<file path="config.mk">
export PLATFORM = sky130hd
export DESIGN_NAME = avalon_mm_width_down_adapter
export DESIGN_NICKNAME = d
export VERILOG_FILES = /design/src/rtl/avalon_mm_width_down_adapter.sv
export SDC_FILE = /design/constraint.sdc
export NUM_CORES = 1
export LEC_CHECK = 0
export BUFFER_PORTS_ARGS = -buffer_cell sky130_fd_sc_hd__buf_2
export CAP_MARGIN = 15
export CORE_MARGIN = 4
export CORE_UTILIZATION = 52
export CTS_CLUSTER_SIZE = 28
export DETAILED_ROUTE_END_ITERATION = 6
export PLACE_DENSITY = 0.91
export SYNTH_ARGS = -nofsm -noshare
export SYNTH_HDL_FRONTEND = slang
export SYNTH_SLANG_ARGS = --single-unit
</file>
<file path="constraint.sdc">
create_clock -name clock -period 5.3 [get_ports clock]
set_input_delay 0.795 -clock clock [delete_from_list [all_inputs] [get_ports clock]]
set_output_delay 0.795 -clock clock [all_outputs]
set_load 0.005 [all_outputs]
</file>
<file path="src/rtl/avalon_mm_width_down_adapter.sv">
// avalon_mm_width_down_adapter: splits each wide Avalon-MM slave access into RATIO narrow master beats.
// Read beats are packed little-endian; write beats with no enabled bytes are skipped.
module avalon_mm_width_down_adapter #(
   parameter int S_DATA_W = 32,
   parameter int M_DATA_W = 16,
   parameter int ADDR_W   = 27
) (
   input  logic                  clock,
   input  logic                  reset,
   input  logic [ADDR_W-1:0]     s_address,
   input  logic                  s_read,
   input  logic                  s_write,
   input  logic [S_DATA_W-1:0]   s_writedata,
   input  logic [S_DATA_W/8-1:0] s_byteenable,
   input  logic                  s_lock,
   output logic                  s_waitrequest,
   output logic [S_DATA_W-1:0]   s_readdata,
   output logic                  s_readdatavalid,
   output logic [ADDR_W-1:0]     m_address,
   output logic                  m_read,
   output logic                  m_write,
   output logic [M_DATA_W-1:0]   m_writedata,
   output logic [M_DATA_W/8-1:0] m_byteenable,
   output logic                  m_chipselect,
   output logic                  m_lock,
   input  logic                  m_waitrequest,
   input  logic [M_DATA_W-1:0]   m_readdata,
   input  logic                  m_readdatavalid
);
   localparam int RATIO = S_DATA_W / M_DATA_W;
   localparam int MB    = M_DATA_W / 8;
   localparam int BW    = $clog2(RATIO);
   localparam logic [BW-1:0] LAST = BW'(RATIO - 1);

   if (RATIO < 2 || S_DATA_W % M_DATA_W != 0 || M_DATA_W % 8 != 0) begin : g_param_check
      $error("avalon_mm_width_down_adapter: illegal width parameters");
   end

   typedef enum logic [2:0] {IDLE, RD_REQ, RD_WAIT, WR_REQ, ACK} state_t;

   state_t            state;
   logic [BW-1:0]     beat, nxt;
   logic              req, last, rd_done, wr_done;
   logic [ADDR_W-1:0] addr_n;
   logic [MB-1:0]     be_n;
   logic [M_DATA_W-1:0] wd_n;

   assign req     = s_read | s_write;
   assign nxt     = beat + BW'(1);
   assign last    = beat == LAST;
   assign addr_n  = s_address + ADDR_W'(nxt) * ADDR_W'(MB);
   assign be_n    = s_byteenable[nxt*MB +: MB];
   assign wd_n    = s_writedata[nxt*M_DATA_W +: M_DATA_W];
   // a beat finishes when its read data arrives, or when its write is accepted or skipped
   assign rd_done = m_readdatavalid & ((state == RD_REQ & ~m_waitrequest) | state == RD_WAIT);
   assign wr_done = state == WR_REQ & (~m_write | ~m_waitrequest);

   assign s_waitrequest = req & (state != ACK);
   assign m_chipselect  = m_read | m_write;
   assign m_lock        = s_lock;

   always_ff @(posedge clock) begin
      if (reset) begin
         state           <= IDLE;
         beat            <= '0;
         m_read          <= 1'b0;
         m_write         <= 1'b0;
         m_address       <= '0;
         m_writedata     <= '0;
         m_byteenable    <= '0;
         s_readdata      <= '0;
         s_readdatavalid <= 1'b0;
      end else begin
         s_readdatavalid <= 1'b0;
         case (state)
            IDLE: begin
               beat <= '0;
               if (s_read) begin
                  state     <= RD_REQ;
                  m_read    <= 1'b1;
                  m_address <= s_address;
               end else if (s_write) begin
                  state        <= WR_REQ;
                  m_write      <= |s_byteenable[MB-1:0];
                  m_address    <= s_address;
                  m_writedata  <= s_writedata[M_DATA_W-1:0];
                  m_byteenable <= s_byteenable[MB-1:0];
               end
            end
            RD_REQ: if (!m_waitrequest) begin
               m_read <= 1'b0;
               state  <= RD_WAIT;
            end
            ACK:     state <= IDLE;
            default: ;
         endcase
         if (rd_done) begin
            s_readdata[beat*M_DATA_W +: M_DATA_W] <= m_readdata;
            if (!req) state <= IDLE;
            else if (last) begin
               state           <= ACK;
               s_readdatavalid <= 1'b1;
            end else begin
               beat      <= nxt;
               state     <= RD_REQ;
               m_read    <= 1'b1;
               m_address <= addr_n;
            end
         end
         if (wr_done) begin
            m_write <= 1'b0;
            if (!req) state <= IDLE;
            else if (last) state <= ACK;
            else begin
               beat         <= nxt;
               m_write      <= |be_n;
               m_address    <= addr_n;
               m_writedata  <= wd_n;
               m_byteenable <= be_n;
            end
         end
      end
   end
endmodule
</file>
==> key figures <==
Floorplan
  – Die Wd: 95.4 um
  – Core area: 0.00733 mm2
  – Die Height: 95.4 um
  – Die Footprint: 0.00910 mm2
  – Rows: 31
  – # IOs: 169
  – Initial Util: 54.2%

Power
  – Peak VDD IR: 0.181 mV
  – Sw Pwr: 0.466 mW
  – Logic gate share of total power: 20.8%
  – Final Power: 1.57 mW
  – Switching Share: 29.6%
  – Cell internal pwr: 1.11 mW
  – PwrDens: 311 mW/mm2
  – Clock power frac: 33.5%
  – LEAKAGE: 2.43 nW
  – Flop pwr share: 45.7%

Synthesis
  – Top-count cell post-synth: dfxtp_1
  – Largest area contributor in the netlist: dfxtp_1
  – Synth async-reset ratio: 0%
  – Number of flops mapped to enable cells by yosys: 0
  – Mapped Nets: 540
  – Main synth FF type: dfxtp_1
  – Yosys cell types: 56
  – Post-Synth Simple-Gate Area: 21.3%
  – Post-Synth XOR/XNOR Area: 0%
  – Mapped Area: 0.00397 mm2
  – Gate Count Post-Synth: 453
  – Post-synth top area share: 42.3%
  – Post-synthesis compound-gate area fraction: 19.4%
  – Seq/Total Area, Yosys: 42.3%
  – Yosys Warn Count: 0
  – Register bit total from synthesis: 84
  – Synth area leaders: dfxtp_1, mux2i_1, nor2_1
  – Mux contribution to synthesized area: 12.6%
  – Largest family of logic cells by synthesized area: simple AND/OR/NAND/NOR gates
  – Post-synth top cells: dfxtp_1, nor2_1, mux2i_1
  – Adder-Cell Fraction of Synth Area: 0.315%
  – Avg Cell Area, Syn: 8.77 um2

Clocking
  – Hold buffer count at cts: 0
  – CTS Sinks: 84
  – H-tree depth: 3
  – Setup bufs post-CTS: 0
  – TritonCTS Buffers: 9
  – Clock buffer depth: 2
  – Clock-pin slew on the worst setup and hold paths: 0.09 ns
  – Resize count post-CTS: 0
  – Root Buffer: clkbuf_8
  – CTS tree: built
  – Clk_lat worst skew: 0.35 ns

Timing
  – Max frequency: 377 MHz
  – Least-Margin Pin Slew: 1.04 ns
  – Final hold viol count: 0
  – Clk_skew: 0.00900 ns
  – Fin crit share: 50.0%
  – Final setup margin: 2.65 ns
  – Final setup vio count: 0
  – Relative slew slack: 30.3%
  – Unrepaired setup endpoints after global routing: false
  – Fin crit period: 2.65 ns
  – TNS Setup: 0 ns
  – Final Max Slew Viols: 0

Routing
  – Vias: 4,153
  – 1st-pass router iterations: 4
  – Drt via density: 5.87
  – DRC viols: 0
  – Number of DRC markers in iteration 0: 240
  – DRT Wirelength: 11.6 mm
  – Post-route ant nets: 0
  – Routed wire per std cell: 16.4 um

Place
  – Port buffer count: 166
  – Post-DP HPWL: 8.39 mm
  – Placed cell count: 692
  – GPL Wtd Cong: 0.894
  – Setup WS pre-CTS: 2.31 ns

Setup path
  – CP Capture Type: flip-flop
  – Worst Path Class, Setup: reg2reg
  – Critical path data required time: 5.52 ns
  – Worst Path Arrival: 2.87 ns
  – Crit-path max FO: 17
  – Startpoint Class: flip-flop

Finish
  – # fillers: 588
  – Antenna Cells: 0
  – Non-Filler Instances: 708
  – Share of layout cells above drive strength 1: 32.8%
  – Fin nets: 691
  – Layout area overhead: 27.4%
  – Core Util, Final: 69.0%

Outcome
  – Run status: finished clean

Global route
  – GRT overflow: 0
  – First-pass GRT wire length: 18.5 mm
  – Vias in the first global route: 3,971
  – Largest net degree at the start of global routing: 51
  – Initial antenna violation count: 0
  – Gr usage total: 25.4%

Worst hold path
  – Hold crit path type: reg2reg

Run
  – Number of max-cap violations: 0
==> final cells by class <==
type / count / area, um2 / share of cell area (%)
multi-input cells: 332 / 2130 / 42.2
flip-flops and latches: 84 / 1680 / 33.2
repair buffers: 170 / 861 / 17.0
clock buffers: 10 / 138 / 2.72
well taps: 99 / 124 / 2.45
clock inverters: 6 / 95.1 / 1.88
inverters: 7 / 26.3 / 0.519
==> worst paths after layout <==
check	start	end	slack, ns	depth (start not counted)
setup / recovery	state[0]	s_readdata[0]	2.65	5
hold / removal	m_address[0]	m_address[0]	0.45	2
setup reg to reg	state[0]	s_readdata[0]	2.65	5
hold reg to reg	m_address[0]	m_address[0]	0.45	2
==> metrics by stage <==
stage / cell area (um2) / hold slack [ns]
global placement: 4830 / 0.436
CTS: 5060 / 0.460
finish: 5060 / 0.450
global route: 5060 / 0.482
detailed placement: 4830 / 0.446
floorplan: 3970 / 0.448
==> power groups by stage <==
stage | Clock [mW] | Combinational (mW) | Sequential (mW)
final | 0.528 | 0.327 | 0.719
after global routing | 0.560 | 0.363 | 0.725
after CTS | 0.537 | 0.325 | 0.718
after detailed placement | 0 | 0.323 | 0.732
after global placement | 0 | 0.313 | 0.730
after floorplan | 0 | 0.188 | 0.728
==> worst max-delay path, stage by stage (launching register included) <==
cell and delay (ns):
dfxtp_1 0.56, or3b_2 0.47, a21oi_1 0.24, nor2b_2 0.89
mux2i_1 0.29, nor2_1 0.07
==> sequential cells by signal (all words and copies together) (netlist names) <==
register / flops
beat: 1
s_readdatavalid: 1
m_byteenable: 2
state: 3
m_read: 1
m_address: 27
m_writedata: 16
m_write: 1
s_readdata: 32
==> cells by family after synthesis <==
logic type	after synthesis
compound gates	115
fa+ha+maj	1
buf+inv	37
flops	84
mux	50
simple gates	166
==> layout by cell type (no fill, tap or decap), drive strengths merged, types with 4 or more instances in the layout <==
| master | netlist | layout |
|---|---|---|
| a211oi | 24 | 24 |
| a21oi | 25 | 25 |
| a22oi | 7 | 7 |
| a31oi | 6 | 6 |
| and3 | 8 | 8 |
| buf | 11 | 170 |
| clkbuf | 19 | 10 |
| dfxtp | 84 | 84 |
| inv | 7 | 9 |
| mux2i | 50 | 50 |
| nand2 | 28 | 28 |
| nand2b | 5 | 5 |
| nand3 | 8 | 8 |
| nand3b | 4 | 4 |
| nand4 | 6 | 6 |
| nor2 | 67 | 67 |
| nor2b | 4 | 4 |
| nor3 | 12 | 12 |
| nor4 | 5 | 5 |
| o21ai | 22 | 22 |
| o22ai | 4 | 4 |
| o311ai | 6 | 6 |
| or3 | 4 | 4 |
==> routing by layer <==
| metal | vias up | part of all wire [%] | GRT usage [%] |
|---|---|---|---|
| met1 | 1922 | 39 | 29.7 |
| met2 | 231 | 49 | 43.6 |
| met5 | - | 0 | 0 |
| met4 | 0 | 1.1 | 8.65 |
| met3 | 17 | 11 | 8.52 |
| li1 | 1983 | - | - |
No activity file was read; power rests on OpenSTA's default activity.
